[config.mk]
export PLATFORM = sky130hd
export DESIGN_NAME = pixel_feeder
export DESIGN_NICKNAME = d
export VERILOG_FILES = /design/src/rtl/pixel_feeder.sv
export SDC_FILE = /design/constraint.sdc
export NUM_CORES = 1
export LEC_CHECK = 0
export BUFFER_PORTS_ARGS = -buffer_cell sky130_fd_sc_hd__buf_4
export CAP_MARGIN = 25
export CORE_MARGIN = 2
export CORE_UTILIZATION = 40
export DETAILED_ROUTE_END_ITERATION = 10
export PLACE_DENSITY = 0.51
export SLEW_MARGIN = 20
export SYNTH_ARGS = -nofsm -noshare
export SYNTH_HDL_FRONTEND = slang
export SYNTH_SLANG_ARGS = --single-unit
[constraint.sdc]
create_clock -name clk -period 13.68 [get_ports clk]
set_input_delay 0.684 -clock clk [delete_from_list [all_inputs] [get_ports clk]]
set_output_delay 0.684 -clock clk [all_outputs]
set_load 0.01 [all_outputs]
[src/rtl/pixel_feeder.sv]
// pixel_feeder: transmit side of the CHIP pixel input interface.
// Collects a raster stream into ping-pong band buffers (LANES rows each) and
// replays every completed band column by column on five parallel lanes.
//
// state | meaning
// ------+-----------------------------------------------------------
// IDLE  | after reset; waiting for start, no input accepted
// RUN   | accepting pixels; completed bands are drained as they fill
// FLUSH | all pixels taken; waiting for the final band drain to end
// DONE  | frame finished; load_end held high until the next start
module pixel_feeder #(
  parameter int PIX_W = 5,
  parameter int IMG_W = 20,
  parameter int IMG_H = 20,
  parameter int LANES = 5
) (
  input  logic             clk,
  input  logic             reset,
  input  logic             start,
  input  logic [PIX_W-1:0] in_pixel,
  input  logic             in_valid,
  output logic             in_ready,
  output logic [PIX_W-1:0] pixel_in0,
  output logic [PIX_W-1:0] pixel_in1,
  output logic [PIX_W-1:0] pixel_in2,
  output logic [PIX_W-1:0] pixel_in3,
  output logic [PIX_W-1:0] pixel_in4,
  output logic             out_valid,
  output logic             load_end,
  output logic             frame_done
);

  localparam int BUF_D = LANES * IMG_W;
  localparam int BANDS = IMG_H / LANES;
  localparam int AW    = $clog2(2 * BUF_D);
  localparam int IW    = $clog2(BUF_D);
  localparam int CW    = $clog2(IMG_W + 1);
  localparam int BW    = $clog2(BANDS + 1);

  typedef enum logic [1:0] {S_IDLE, S_RUN, S_FLUSH, S_DONE} state_t;

  state_t           state_q, state_d;
  logic [IW-1:0]    wr_idx;
  logic [BW-1:0]    wr_band;
  logic             fill_sel;
  logic             drain_sel;
  logic [CW-1:0]    drain_col;
  logic [CW-1:0]    drain_left;
  logic             final_band;
  logic             last_beat_q;
  logic [PIX_W-1:0] lane_q [LANES];
  logic [PIX_W-1:0] mem [2*BUF_D];

  logic             accept, band_done, frame_last, start_ok, last_load;
  logic             rd_sel;
  logic [CW-1:0]    rd_col;
  logic [AW-1:0]    wr_addr;
  logic [AW-1:0]    rd_addr [LANES];

  // Handshake and band/frame completion decode. Within a band the raster
  // index (row%LANES)*IMG_W + col is simply the running pixel count.
  always_comb begin
    accept     = in_valid && in_ready;
    band_done  = accept && (wr_idx == IW'(BUF_D - 1));
    frame_last = band_done && (wr_band == BW'(BANDS - 1));
    start_ok   = start && ((state_q == S_IDLE) || (state_q == S_DONE));
    // The first beat of a band is read from the buffer being closed this edge;
    // column 0 of its last row was written long before, so no bypass is needed.
    rd_sel     = band_done ? fill_sel : drain_sel;
    rd_col     = band_done ? '0 : drain_col;
    last_load  = band_done ? (frame_last && (IMG_W == 1))
                           : ((drain_left == CW'(1)) && final_band);
    wr_addr    = (fill_sel ? AW'(BUF_D) : AW'(0)) + AW'(wr_idx);
    for (int r = 0; r < LANES; r++) begin
      rd_addr[r] = (rd_sel ? AW'(BUF_D) : AW'(0)) + AW'(r * IMG_W) + AW'(rd_col);
    end
  end

  // Band buffer storage; contents need no reset.
  always_ff @(posedge clk) begin
    if (accept) mem[wr_addr] <= in_pixel;
  end

  // FSM state register.
  always_ff @(posedge clk or negedge reset) begin
    if (!reset) state_q <= S_IDLE;
    else        state_q <= state_d;
  end

  // FSM next-state logic.
  always_comb begin
    state_d = state_q;
    case (state_q)
      S_IDLE:  if (start)       state_d = S_RUN;
      S_RUN:   if (frame_last)  state_d = S_FLUSH;
      S_FLUSH: if (last_beat_q) state_d = S_DONE;
      S_DONE:  if (start)       state_d = S_RUN;
      default:                  state_d = S_IDLE;
    endcase
  end

  // FSM outputs: input is only taken while filling.
  always_comb begin
    in_ready = (state_q == S_RUN);
  end

  // Fill pointers, drain sequencer and registered lane outputs.
  always_ff @(posedge clk or negedge reset) begin
    if (!reset) begin
      wr_idx      <= '0;
      wr_band     <= '0;
      fill_sel    <= 1'b0;
      drain_sel   <= 1'b0;
      drain_col   <= '0;
      drain_left  <= '0;
      final_band  <= 1'b0;
      last_beat_q <= 1'b0;
      out_valid   <= 1'b0;
      load_end    <= 1'b0;
      frame_done  <= 1'b0;
      for (int r = 0; r < LANES; r++) lane_q[r] <= '0;
    end else begin
      last_beat_q <= last_load;
      frame_done  <= last_beat_q;

      if (start_ok) begin
        wr_idx   <= '0;
        wr_band  <= '0;
        fill_sel <= 1'b0;
        load_end <= 1'b0;
      end else if (accept) begin
        if (band_done) begin
          wr_idx   <= '0;
          fill_sel <= ~fill_sel;
          wr_band  <= frame_last ? '0 : wr_band + BW'(1);
        end else begin
          wr_idx <= wr_idx + IW'(1);
        end
      end

      if (last_load) load_end <= 1'b1;

      // drain_left counts beats still owed after the one being loaded now
      if (band_done) begin
        drain_sel  <= fill_sel;
        drain_col  <= CW'(1);
        drain_left <= CW'(IMG_W - 1);
        final_band <= frame_last;
        out_valid  <= 1'b1;
        for (int r = 0; r < LANES; r++) lane_q[r] <= mem[rd_addr[r]];
      end else if (drain_left != '0) begin
        drain_col  <= drain_col + CW'(1);
        drain_left <= drain_left - CW'(1);
        out_valid  <= 1'b1;
        for (int r = 0; r < LANES; r++) lane_q[r] <= mem[rd_addr[r]];
      end else begin
        out_valid <= 1'b0;
        for (int r = 0; r < LANES; r++) lane_q[r] <= '0;
      end
    end
  end

  assign pixel_in0 = lane_q[0];
  assign pixel_in1 = lane_q[1];
  assign pixel_in2 = lane_q[2];
  assign pixel_in3 = lane_q[3];
  assign pixel_in4 = lane_q[4];

endmodule

==> impl_results.md <==
- Fmax: 159.6 MHz
- R2R setup slack: 7.42 ns
- Overall Power: 6.841 mW
- Hold Path Class: in -> async
- Remaining DRCs: 0
- # IOs: 38
- Total routed wirelength: between 200000 and 250000 um
- Die width: ~360 um
- Arrival @ worst endpoint: 6.93 ns
- Fillers: 11390
- Initial Utilization: 40.30%
- Mapped Cells: 3831
- Num Clock Sinks: 1054
- Critical path capture point type: flop
- Yosys Warn Count: 0
- Post-synthesis net count: approximately 3900
- Lkg Pwr: 18.34 nW
- Setup bufs post-CTS: 0
- Startpoint types: flop
- WL/cell: 36.74 um
- Synth Flop Type: edfxtp_1
- Count of cell types in the netlist: 95
- Min cycle time layout: between 6 and 7 ns
- Row count: 130
- Global-route wire length before repair: 282000 um
- Vias/cell: 6.578
- Drt pass-1 iters: 6
- Setup CP Type: reg -> reg
- Slew HR: 18.55%
- Register area share after synthesis: 61.93%
- R2r startpoint: wr_idx[0]$_DFFE_PN0P_
- Clk_lat worst skew: 0.77 ns
- Reg2reg end: pixel_in3[0]$_DFF_PN0_
- GRT Util Overall: a little under a third
- Total number of vias: 36310
- Fin crit share: 45.79%
- Seq cells post-synth: 1054
- Ys async rst share: around 5%
- Share of layout cells above drive strength 1: 16.47%
- Core area: 125700 um2
- Crit-path cells: ha_1 > and4b_2 > buf_4 > nand2_8 > a21oi_2 > buf_4 > ha_4 > inv_1 > ha_2 > buf_4 > inv_1 > buf_4 > nor2_1 > o21ai_0 > o211ai_1 > o21ai_0 > and4_1 > o32ai_1
- Maximum VDD drop: 93.86 uV
- Register Area: around 31000 um2
- Final setup fails: 0
- Critical Path Start: wr_idx[0]$_DFFE_PN0P_
- Port Buffers: 37
- CP max stage delay: around 0.75 ns
- CTS tree: done
- Root Driver: clkbuf_16
- Die height: roughly 360 um
- Slew Limit Fails: 0
- Worst-Margin Slew: ~1.2 ns
- Worst path top cell family by delay: buffers and inverters
- GRT overflow: 0
- Cts hold-fix bufs: 0
- Nets: 3799
- Initial antenna violation count: 10
- CP max-delay cell: nor2_1
- Mapped cell area: 50670 um2
- Power Density: 121.4 nW/um2
- Die footprint: 129500 um2
- R2R depth: 18
- Vias in the first global route: 34420
- H-tree depth: 3
- Hold Slack: 0.04099 ns
- RSZ-0062 raised after global routing: false
- Initial DRC count: 5305
- Worst Path Required: 14.35 ns
- Most frequent CP cell: buf_4
- CP Max Fanout: 71
- Buf/Inv on CP: 6
- Final HPWL from detailed placement: around 130000 um
- Total CTS buffers: 113
- Syn avg cell area: 13.23 um2
- Final hold vios: 0
- Fin area: 56370 um2
- CTS clock-pin slew for the worst setup and hold paths: 0.07 ns
- Post-CTS Resized: 0
- Area occupied by multi-input gates: 17610 um2
- Clock buffer depth: 3
- Syn-to-layout area delta: 11.25%
- Post-synth EDFFs: 1000
- Largest net degree at the start of global routing: 114
- Status: complete, no violations
- Max-Cap Viols: 0
- GPL Wtd Cong: 1.045
- Placed Area: 52580 um2
- Antenna Nets Post-Route: 0
- Setup TNS: 0 ns
- Clock skew: between 0.04 and 0.05 ns
metrics by stage:
step	setup slack (ns)	utilization, %	instances
floorplan	8.876	-	3831
global placement	7.778	41.78	5296
detailed placement	7.573	41.82	5300
CTS	7.538	44.81	5515
global route	7.236	44.83	5518
finish	7.416	44.83	5520
cell usage after synthesis, types with 73 or more instances:
| library cell | count | area [um2] |
|---|---|---|
| a21oi_1 | 83 | 415.4 |
| a221oi_1 | 78 | 683.2 |
| buf_2 | 122 | 610.6 |
| clkbuf_1 | 142 | 533.0 |
| edfxtp_1 | 1000 | 30030 |
| inv_1 | 73 | 274.0 |
| mux2_2 | 177 | 1993 |
| mux2i_1 | 237 | 2372 |
| nand2_1 | 261 | 979.7 |
| nor2_1 | 369 | 1385 |
| o211ai_1 | 144 | 1081 |
| o21ai_0 | 91 | 455.4 |
cell families after synthesis:
| group | count (synthesis) | synth area share, % |
|---|---|---|
| flip-flops | 1054 | 61.93 |
| AO/OA/AOI/OAI | 952 | 14.36 |
| AND/OR/NAND/NOR | 898 | 7.879 |
| multiplexers | 476 | 11.33 |
| buffers and inverters | 411 | 3.642 |
| adder cells (fa/ha/maj) | 22 | 0.5432 |
| XOR/XNOR | 18 | 0.3260 |
sequential cells by signal, summed over array words and instances (netlist names), 2 cells and up:
| signal | count |
|---|---|
| pixel_in4 | 5 |
| pixel_in0 | 5 |
| drain_left | 5 |
| wr_idx | 7 |
| pixel_in1 | 5 |
| wr_band | 3 |
| pixel_in2 | 5 |
| state_q | 2 |
| pixel_in3 | 5 |
| mem | 1000 |
| drain_col | 5 |
area by class of cell:
class,count,area share (%)
clock buffer,136,5.298
antenna,2,0.008878
sequential,1054,55.68
tap,1650,3.662
multi-input combinational,2366,31.24
clock inverter,79,1.372
timing repair buffer,155,2.213
inverter,78,0.5216
cell usage in the layout (no fill, tap or decap), drive strengths merged, types with 20 or more instances in the layout:
cell type	instances
a211oi	48
a21oi	86
a221o	25
a221oi	78
a222oi	27
a22o	20
a22oi	64
a31oi	37
buf	152
clkbuf	139
clkinv	50
dfrtp	54
edfxtp	1000
ha	22
inv	86
mux2	179
mux2i	237
mux4	60
nand2	263
nand3	67
nand4	31
nor2	371
nor3	45
o2111ai	21
o211a	34
o211ai	144
o21ai	103
o221ai	57
o22ai	38
o2bb2ai	49
or2	22
power by group:
group / total (mW) / internal (mW) / switching, mW / leakage (nW)
Combinational: 0.148 / 0.0259 / 0.122 / 6.80
Clock: 3.14 / 1.80 / 1.34 / 1.82
Sequential: 3.55 / 3.54 / 0.00741 / 9.72
Total: 6.84 / 5.37 / 1.47 / 18.3
metal layers:
layer	vias to the layer above	part of all wire, %	GRT usage, %
met1	18830	43	43.87
met3	381	9.2	6.256
met4	6	4.2	12.10
met2	1993	44	46.17
li1	15100	-	-
met5	-	0.020	0
worst max path at each step:
stage | to | slack [ns] | depth (start not counted)
after floorplan | pixel_in4[2]$_DFF_PN0_ | 8.88 | 20
after global placement | pixel_in3[0]$_DFF_PN0_ | 7.78 | 18
after detailed placement | pixel_in3[0]$_DFF_PN0_ | 7.57 | 18
after CTS | pixel_in3[0]$_DFF_PN0_ | 7.54 | 18
after global routing | pixel_in3[0]$_DFF_PN0_ | 7.24 | 18
final | pixel_in3[0]$_DFF_PN0_ | 7.42 | 18
Note: power is estimated with default switching activity, not from simulation.
